<file path="config.mk">
export PLATFORM = sky130hd
export DESIGN_NAME = clk_period_monitor
export DESIGN_NICKNAME = d
export VERILOG_FILES = /design/src/rtl/clk_period_monitor.sv
export SDC_FILE = /design/constraint.sdc
export NUM_CORES = 1
export LEC_CHECK = 0
export CAP_MARGIN = 25
export CORE_MARGIN = 8
export CORE_UTILIZATION = 30
export CTS_BUF_LIST = sky130_fd_sc_hd__clkbuf_2 sky130_fd_sc_hd__clkbuf_4 sky130_fd_sc_hd__clkbuf_8
export CTS_CLUSTER_DIAMETER = 40
export DETAILED_ROUTE_END_ITERATION = 10
export MAX_ROUTING_LAYER = met4
export PLACE_DENSITY = 0.56
export SYNTH_ARGS = -nofsm -noshare
export SYNTH_HDL_FRONTEND = slang
export SYNTH_SLANG_ARGS = --single-unit
</file>
<file path="constraint.sdc">
create_clock -name clk -period 2.15 [get_ports clk]
set_input_delay 0.645 -clock clk [delete_from_list [all_inputs] [get_ports clk]]
set_output_delay 0.645 -clock clk [all_outputs]
set_load 0.02 [all_outputs]
</file>
<file path="src/rtl/clk_period_monitor.sv">
// clk_period_monitor
//   Multi-channel clock/strobe period checker. Each mon_in bit is synchronised
//   into clk, rising edges are detected, and the number of clk cycles between
//   successive rising edges is measured. Each measurement is checked against
//   [cfg_min_period, cfg_max_period]. The block raises per-channel one-cycle
//   error pulses and a sticky error flag.
//
//   Parameters:
//     NUM_CH       number of monitored inputs (1..32)
//     CNT_W        width of the period counter and of the bounds
//     SYNC_STAGES  synchroniser flops per input (>=2)
//
//   Ports:
//     clk, rst_n       reference clock, async active-low reset
//     enable           global enable; low forces every channel idle
//     clear            sync clear of sticky flags, stats, meas_period and FSMs
//     mon_in           monitored inputs (asynchronous to clk)
//     cfg_min_period   shortest legal period (0 disables the short check)
//     cfg_max_period   longest legal period (all-ones disables long/timeout)
//     meas_valid       pulse per completed measurement
//     meas_period      last measured period, channel k at [k*CNT_W +: CNT_W]
//     err_short        pulse: measured < cfg_min_period
//     err_long         pulse: measured > cfg_max_period, or timeout
//     err_sticky       OR of all error pulses since reset/clear
//
//   Optional build macro CLK_MON_STATS_EN adds:
//     pass_cnt, fail_cnt  per-channel 16-bit saturating counters of in-window
//                         measurements and of error pulses (NUM_CH*16 bits)

module clk_period_monitor #(
   parameter int NUM_CH      = 4,
   parameter int CNT_W       = 16,
   parameter int SYNC_STAGES = 2
) (
   input  logic                    clk,
   input  logic                    rst_n,
   input  logic                    enable,
   input  logic                    clear,
   input  logic [NUM_CH-1:0]       mon_in,
   input  logic [CNT_W-1:0]        cfg_min_period,
   input  logic [CNT_W-1:0]        cfg_max_period,
   output logic [NUM_CH-1:0]       meas_valid,
   output logic [NUM_CH*CNT_W-1:0] meas_period,
   output logic [NUM_CH-1:0]       err_short,
   output logic [NUM_CH-1:0]       err_long,
   output logic [NUM_CH-1:0]       err_sticky
`ifdef CLK_MON_STATS_EN
   ,
   output logic [NUM_CH*16-1:0]    pass_cnt,
   output logic [NUM_CH*16-1:0]    fail_cnt
`endif
);

   typedef enum logic [1:0] {
      ST_IDLE,
      ST_ARMED,
      ST_TIMEOUT
   } state_t;

   for (genvar k = 0; k < NUM_CH; k++) begin : g_ch
      logic [SYNC_STAGES-1:0] sync_r;
      logic                   sync_qq;
      logic                   rise;
      state_t                 state_r;
      logic [CNT_W-1:0]       cnt_r;
      logic [CNT_W-1:0]       cnt_inc;
      logic [CNT_W-1:0]       period_r;
      logic                   valid_r;
      logic                   short_r;
      logic                   long_r;
      logic                   sticky_r;

      always_ff @(posedge clk or negedge rst_n) begin
         if (!rst_n) begin
            sync_r  <= '0;
            sync_qq <= 1'b0;
         end else begin
            sync_r  <= {sync_r[SYNC_STAGES-2:0], mon_in[k]};
            sync_qq <= sync_r[SYNC_STAGES-1];
         end
      end

      assign rise    = sync_r[SYNC_STAGES-1] & ~sync_qq;
      assign cnt_inc = (&cnt_r) ? cnt_r : cnt_r + CNT_W'(1);

`ifdef CLK_MON_STATS_EN
      logic [15:0] pass_r;
      logic [15:0] fail_r;
`endif

      // cnt_r holds the number of clk cycles since the last detect cycle, so
      // it restarts at 1 and equals the period when the next edge is seen.
      always_ff @(posedge clk or negedge rst_n) begin
         if (!rst_n) begin
            state_r  <= ST_IDLE;
            cnt_r    <= '0;
            period_r <= '0;
            valid_r  <= 1'b0;
            short_r  <= 1'b0;
            long_r   <= 1'b0;
            sticky_r <= 1'b0;
`ifdef CLK_MON_STATS_EN
            pass_r   <= '0;
            fail_r   <= '0;
`endif
         end else begin
            valid_r  <= 1'b0;
            short_r  <= 1'b0;
            long_r   <= 1'b0;
            sticky_r <= sticky_r | short_r | long_r;
            if (clear) begin
               state_r  <= ST_IDLE;
               cnt_r    <= '0;
               period_r <= '0;
               sticky_r <= 1'b0;
`ifdef CLK_MON_STATS_EN
               pass_r   <= '0;
               fail_r   <= '0;
`endif
            end else if (!enable) begin
               state_r <= ST_IDLE;
               cnt_r   <= '0;
            end else begin
               case (state_r)
                  ST_IDLE: begin
                     if (rise) begin
                        state_r <= ST_ARMED;
                        cnt_r   <= CNT_W'(1);
                     end
                  end
                  ST_ARMED: begin
                     if (rise) begin
                        valid_r  <= 1'b1;
                        period_r <= cnt_r;
                        short_r  <= (cnt_r < cfg_min_period);
                        long_r   <= (cnt_r > cfg_max_period);
                        cnt_r    <= CNT_W'(1);
`ifdef CLK_MON_STATS_EN
                        if ((cnt_r < cfg_min_period) || (cnt_r > cfg_max_period))
                           fail_r <= (&fail_r) ? fail_r : fail_r + 16'd1;
                        else
                           pass_r <= (&pass_r) ? pass_r : pass_r + 16'd1;
`endif
                     end else if (cnt_r > cfg_max_period) begin
                        long_r  <= 1'b1;
                        state_r <= ST_TIMEOUT;
                        cnt_r   <= cnt_inc;
`ifdef CLK_MON_STATS_EN
                        fail_r  <= (&fail_r) ? fail_r : fail_r + 16'd1;
`endif
                     end else begin
                        cnt_r <= cnt_inc;
                     end
                  end
                  ST_TIMEOUT: begin
                     // The interval that timed out is discarded; the edge only restarts.
                     if (rise) begin
                        state_r <= ST_ARMED;
                        cnt_r   <= CNT_W'(1);
                     end else begin
                        cnt_r <= cnt_inc;
                     end
                  end
                  default: begin
                     state_r <= ST_IDLE;
                     cnt_r   <= '0;
                  end
               endcase
            end
         end
      end

      assign meas_valid[k]                  = valid_r;
      assign meas_period[k*CNT_W +: CNT_W]  = period_r;
      assign err_short[k]                   = short_r;
      assign err_long[k]                    = long_r;
      assign err_sticky[k]                  = sticky_r;
`ifdef CLK_MON_STATS_EN
      assign pass_cnt[k*16 +: 16]           = pass_r;
      assign fail_cnt[k*16 +: 16]           = fail_r;
`endif
   end

endmodule
</file>
==> results of run 1 <==
[path summary, 6_finish.rpt]
| path | from | endpoint | slack (ps) | cells past startpoint |
|---|---|---|---|---|
| min in group clk | g_ch[0].sync_r[0]$_DFF_PN0_ | g_ch[0].sync_r[1]$_DFF_PN0_ | 350 | 0 |
| max in group asynchronous | rst_n | g_ch[1].cnt_r[8]$_DFFE_PN0P_ | 1430 | 2 |
| worst min-delay path | rst_n | g_ch[3].cnt_r[6]$_DFFE_PN0P_ | 110 | 1 |
| worst min register to register | g_ch[0].sync_r[0]$_DFF_PN0_ | g_ch[0].sync_r[1]$_DFF_PN0_ | 350 | 0 |
| worst max-delay path | cfg_max_period[3] | g_ch[3].state_r[0]$_DFFE_PN0P_ | -20 | 8 |
| worst max register to register | g_ch[3].cnt_r[14]$_DFFE_PN0P_ | g_ch[3].state_r[0]$_DFFE_PN0P_ | 30 | 7 |
[layout by cell type (no fill, tap or decap), types with 5 or more instances in the layout]
| cell type | instances |
|---|---|
| o31ai_1 | 22 |
| clkdlybuf4s50_1 | 23 |
| inv_2 | 8 |
| nand2b_1 | 13 |
| buf_6 | 6 |
| xnor2_1 | 9 |
| nand4_1 | 39 |
| inv_1 | 40 |
| a211oi_1 | 5 |
| a22o_1 | 16 |
| nor2b_1 | 16 |
| and3_1 | 21 |
| a31oi_1 | 8 |
| nand3_1 | 40 |
| o21ai_1 | 61 |
| o211ai_1 | 8 |
| dlymetal6s2s_1 | 11 |
| dlygate4sd2_1 | 82 |
| dfrtp_1 | 160 |
| xor2_1 | 6 |
| o21ai_0 | 22 |
| o41ai_1 | 6 |
| buf_12 | 18 |
| inv_4 | 7 |
| clkbuf_8 | 18 |
| ha_1 | 133 |
| nor2_1 | 78 |
| buf_4 | 144 |
| a21oi_1 | 100 |
| nor3_1 | 26 |
| clkinvlp_4 | 6 |
| nand2_1 | 160 |
| ha_4 | 13 |
| a21o_1 | 22 |
[cells by family (layout without fill, tap and decap cells)]
logic type / Yosys count / count (layout) / synth area share
muxes: 3 / 3 / 0.00297
and+or+nand+nor: 436 / 437 / 0.202
xor gates and xnor gates: 15 / 15 / 0.0125
DFF: 164 / 164 / 0.390
adders and majority gates: 147 / 147 / 0.175
buffers and inverters: 110 / 375 / 0.0489
AOI/OAI and AO/OA: 293 / 293 / 0.169
[flip-flops by register name, indices dropped and copies added (netlist names)]
signal / cells
g_ch.valid_r: 4
g_ch.sync_r: 8
g_ch.period_r: 64
g_ch.sync_qq: 4
g_ch.state_r: 8
g_ch.cnt_r: 64
g_ch.long_r: 4
g_ch.sticky_r: 4
g_ch.short_r: 4
[final cells by class]
type / count / area share
clock buffers: 19 / 0.0180
flip-flops and latches: 164 / 0.290
well taps: 455 / 0.0402
repair buffers: 287 / 0.184
inverters: 56 / 0.0164
multi-input cells: 895 / 0.441
clock inverters: 13 / 0.0107
[timing repair]
| item | 4_1_cts | 5_1_grt |
|---|---|---|
| buffers inserted | 1 | 3 |
| gates cloned | 0 | 3 |
| gates resized for setup | 115 | 64 |
| endpoints found under the setup margin | 152 | 67 |
| pin swaps | 15 | 22 |
| hold endpoints to repair | 0 | 0 |
[power by group through the flow]
stage | registers [mW] | logic [mW] | clock network [mW]
3_3_place_gp | 3.18 | 0.760 | 0
4_1_cts | 3.12 | 0.785 | 2.44
6_report | 3.12 | 0.814 | 2.35
5_1_grt | 3.13 | 0.897 | 2.57
2_1_floorplan | 3.19 | 0.327 | 0
3_5_place_dp | 3.18 | 0.774 | 0
[per-stage QoR]
step / cells / instance area, um2 / hold WS (ps)
6_report: 1889 / 14200 / 107
5_1_grt: 1889 / 14200 / 107
4_1_cts: 1883 / 13900 / 92.9
3_5_place_dp: 1850 / 13400 / 336
3_3_place_gp: 1850 / 13400 / 335
2_1_floorplan: 1168 / 10600 / 331
[routing by layer]
metal	up-vias	GRT usage	wire [um]
met1	4680	0.243	17000
met5	-	-	0
met2	265	0.278	16500
met3	50	0.0321	1810
met4	0	0.0500	717
li1	4710	-	-
[worst register-to-register path: cells and delay by family (launching register included)]
family,cells,cell delay [ps]
simple gates,3,670
mux,1,340
fa+ha+maj,1,310
flops,1,440
compound gates,2,230
==> results_dict.tcl, run 1 <==
set metrics [dict create \
    grt_max_degree 58 \
    antenna_found_initial 0 \
    worstSetupEndpointType "flop" \
    hp-class "in -> async" \
    cts_made_buffers 17 \
    p_total_mw 6.29 \
    p_switching_mw 1.76 \
    finalSetupViolations 1 \
    pwr-share-comb 0.129 \
    synth_top_area_frac 0.390 \
    clockBufferDepth 2 \
    vias 9705 \
    synth-async-reset-ratio 1.00 \
    start_kind "input port" \
    worstPathArrival_ps 2560 \
    grt-ovfl-total 0 \
    ys_warn_count 0 \
    htreeDepth 4 \
    switching_share 0.280 \
    area_growth_pct 34.7 \
    io_pins 120 \
    power_leakage_nw 7.05 \
    synth-edff-count 0 \
    fillerInstances 3482 \
    worstMarginPinSlew_ps 673 \
    grt_pass1_vias 9797 \
    cp_common_cell "o21ai_1" \
    firstDrtPassIters 5 \
    drt_iter0_markers 603 \
    violations "negative setup slack" \
    ant_nets 0 \
    wl_um 36100 \
    final_util 0.410 \
    num_antenna_cells 0 \
    initial_utilization 0.305 \
    synthFlopType "dfrtp_1" \
    synth_area_um2 10500 \
    fin_crit_ps 2170 \
    drc_errors 0 \
    design.core.area_um2 34500 \
    critPathRequiredTime_ps 2540 \
    register_area_um2 4110 \
    p_int_mw 4.53 \
    synth_cell_types 57 \
    hold_violations 0 \
    synthTopCellsByCount "164 x dfrtp_1, 161 x nand2_1, 147 x ha_1" \
    synth.yosys.seq_area_share 0.390 \
    worst_skew_pair.late_latency_ps 500 \
    synth.largest_area_cell "dfrtp_1" \
    grt.total_usage 0.181 \
    die_x_um 203 \
    synth_nets 1355 \
    worst_slack_ps -22.8 \
    crit_chain "clkdlybuf4s50_1 -> inv_2 -> ha_1 -> a21o_1 -> o21ai_1 -> a41oi_2 -> o21ai_1 -> mux2_2" \
    ys_ff_latch 164 \
    multi_input_area_um2 6250 \
    crit_slowest_cell "clkdlybuf4s50_1" \
    row_count 68 \
    die-area_um2 41300 \
    post-synth-top-count-cell "dfrtp_1" \
    place.gp.congestion 0.919 \
    syn_area_per_cell_um2 9.01 \
    pre_cts_ws_ps -838 \
    status "finished with violations" \
    hpwl_um 27700 \
    ys_top_cells_by_area "dfrtp_1 39%, ha_1 17%, nand2_1 5.7%, a21oi_1 4.9%, o21ai_1 2.9%" \
    critPathMaxStageDelay_ps 470 \
    cts_root_buffer "clkbuf_8" \
    clockPowerShare 0.374 \
    cts.sinks 164 \
    pwr-share-seq 0.497 \
    fin_crit_sh 1.01 \
    grt_first_pass_wirelength_um 56500 \
    cts_tree "done" \
    grt_setup_unrepaired "true" \
    critPathTopFamily "compound AO/OA/AOI/OAI gates" \
    critical_path_class "in -> reg" \
    fmaxAchievable_mhz 460 \
    dieHeight_um 203 \
    fin_tns_setup_ps -22.8 \
    worst-path-buf-inv 2 \
    vias_per_cell 5.14 \
    ir_drop_mv 0.375 \
    max_cap_violations 0 \
    path_clk_slew_ps 100 \
    worstPathMaxFanout 4 \
    power_density_nw_per_um2 444 \
    drive_gt1_frac 0.193 \
    syn_inst 1168 \
    fin_nets 1608 \
    skew_ps 19.9 \
    cts_hold_buf 0 \
    portBuffers 119 \
    slew_viol_final 0 \
    wire_per_inst_um 19.1 \
    timing.slew.headroom 0.551 \
]
(Power assumes the default switching activity.)
==> run 2: changes to the inputs <==
CTS_CLUSTER_DIAMETER = default   (was 40)
==> results of run 2 <==
Same layout as run 1: the final DEF is identical, and so are final timing and power.
==> run 3: changes to the inputs <==
CTS_CLUSTER_DIAMETER = 150   (was default)
GPL_TIMING_DRIVEN = 0   (was default)
TNS_END_PERCENT = 5   (was default)
==> run 3 against run 2 <==
The flow still finishes with violations (negative setup slack); first-iteration DRC count decreased by 6.0%; via count is 2.2% lower; sequential share of layout area is 0.89 points higher; clock power up 6%; die area unchanged; combinational power fell by 10%; sequential cell count did not move; design area decreased by 2.0%; critical path type unchanged; largest cell class unchanged.
==> results_dict.tcl, run 3 (same netlist as run 1, synthesis figures left out) <==
set metrics [dict create \
    status "finished with violations" \
    violations "negative setup slack" \
    skew_ps 13.4 \
    drive_gt1_frac 0.196 \
    design.core.area_um2 34500 \
    cts.sinks 164 \
    final_util 0.402 \
    portBuffers 118 \
    vias_per_cell 5.16 \
    power_leakage_nw 6.80 \
    fin_nets 1559 \
    fin_crit_ps 2180 \
    worstPathArrival_ps 2540 \
    critPathMaxStageDelay_ps 470 \
    max_cap_violations 0 \
    final_common_cell "nand2_1" \
    firstDrtPassIters 5 \
    fin_cells 1840 \
    critical_path_class "in -> reg" \
    holdWs_ps 114 \
    cts_hold_buf 0 \
    io_pins 120 \
    num_antenna_cells 0 \
    wire_per_inst_um 18.7 \
    critPathRequiredTime_ps 2510 \
    worst-path-buf-inv 2 \
    critPathTopFamily "compound AO/OA/AOI/OAI gates" \
    hpwl_um 24900 \
    worst_skew_pair.late_latency_ps 470 \
    timing.slew.headroom 0.569 \
    placed_cell_area_um2 12300 \
    antenna_found_initial 0 \
    finalSetupViolations 1 \
    worstSetupEndpointType "flop" \
    htreeDepth 4 \
    worst_slack_ps -33.8 \
    wl_um 34400 \
    grt_pass1_vias 9192 \
    drc_errors 0 \
    p_total_mw 6.36 \
    dp.cells 1743 \
    drt_iter0_markers 567 \
    hold_violations 0 \
    worstPathMaxFanout 4 \
    slew_viol_final 0 \
    die-area_um2 41300 \
    start_kind "input port" \
    path_clk_slew_ps 100 \
    hp-class "in -> async" \
    grt-ovfl-total 0 \
    power_density_nw_per_um2 458 \
    clockBufferDepth 2 \
    initial_utilization 0.305 \
    cts_made_buffers 17 \
    ant_nets 0 \
    cts_tree "done" \
    cp_common_cell "o21a_1" \
    grt_first_pass_wirelength_um 52800 \
    area_growth_pct 32.0 \
    row_count 68 \
    vias 9495 \
    place.gp.congestion 0.835 \
    fin_crit_sh 1.02 \
    cts_root_buffer "clkbuf_8" \
    grt_setup_unrepaired "true" \
    dieHeight_um 203 \
    grt.total_usage 0.167 \
    fin_area_um2 13900 \
    crit_slowest_cell "clkdlybuf4s50_1" \
    layout_common_cells "159 x nand2_1, 127 x dfrtp_1, 122 x ha_1" \
    reg_top3 "g_ch.cnt_r: 64 flops, g_ch.period_r: 64 flops" \
    die_x_um 203 \
    grt_max_degree 92 \
    ir_drop_mv 0.335 \
    crit_chain "clkdlybuf4s50_1 -> inv_2 -> ha_1 -> o211ai_1 -> a2111o_1 -> and3_1 -> o21a_1 -> o21a_1" \
    worstMarginPinSlew_ps 647 \
    fmaxAchievable_mhz 458 \
]
run 3: cell count changes in the layout (fill, tap and decap cells not counted), moves of 14 or more:
cell	before	now
dlygate4sd2_1	82	26
buf_4	144	94
dfrtp_1	160	127
dfrtp_2	4	37
clkdlybuf4s50_1	23	42
clkbuf_1	0	18
dlymetal6s2s_1	11	29
buf_12	18	4
run 3: what timing repair did:
action | 4_1_cts | 5_1_grt
pin swaps | 24 | 33
cloned | 0 | 1
hold endpoints to repair | 0 | 0
setup endpoints to repair | 176 | 124
resized for setup | 129 | 106
setup buffers | 16 | 48
run 3: cell type report:
class / count / area, um2
clock inverter: 11 / 148
fill: 3490 / 20700
timing repair buffer: 185 / 1750
clock buffer: 21 / 289
tap: 455 / 569
inverter: 56 / 246
multi-input combinational: 894 / 6400
sequential: 164 / 4150
buffer: 54 / 340
run 3: power by group:
| part | switching, mW | internal, mW | leakage [nW] | total [mW] |
|---|---|---|---|---|
| clock network | 1.22 | 1.28 | 0.223 | 2.50 |
| logic | 0.460 | 0.273 | 4.38 | 0.732 |
| registers | 0.0259 | 3.11 | 2.20 | 3.13 |
run 3: metal layers:
| layer | vias to the layer above | share of wire | global-route usage | wire length, um |
|---|---|---|---|---|
| li1 | 4618 | - | - | - |
| met1 | 4597 | 0.47 | 0.225 | 16200 |
| met2 | 244 | 0.46 | 0.257 | 15900 |
| met3 | 36 | 0.048 | 0.0279 | 1660 |
| met4 | 0 | 0.020 | 0.0484 | 671 |
| met5 | - | 0 | - | 0 |
run 3: through the flow:
step,setup WS [ps],setup TNS [ps]
detailed placement,-1230,-116200
CTS,-69.2,-196
finish,-33.8,-33.8
global route,-78.4,-548
floorplan,-44.2,-491
global placement,-6780,-1228230
run 3: worst register-to-register path, stage by stage (launching register included):
cell	delay, ps
dfrtp_1	450
inv_2	90
ha_4	290
nand3_1	60
or4_1	470
buf_4	180
nand2_2	110
or2_1	130
buf_6	130
o41ai_1	70
run 3: path summary, 6_finish.rpt:
kind | start | endpoint | slack (ps) | depth (start not counted)
max in group asynchronous | rst_n | g_ch[0].cnt_r[5]$_DFFE_PN0P_ | 1120 | 2
worst max register to register | g_ch[2].state_r[0]$_DFFE_PN0P_ | g_ch[2].cnt_r[10]$_DFFE_PN0P_ | 50 | 9
worst min register to register | g_ch[1].sync_r[0]$_DFF_PN0_ | g_ch[1].sync_r[1]$_DFF_PN0_ | 350 | 0
worst min-delay path | rst_n | g_ch[3].cnt_r[2]$_DFFE_PN0P_ | 110 | 1
worst max-delay path | cfg_max_period[2] | g_ch[0].state_r[0]$_DFFE_PN0P_ | -30 | 8
min in group clk | g_ch[1].sync_r[0]$_DFF_PN0_ | g_ch[1].sync_r[1]$_DFF_PN0_ | 350 | 0
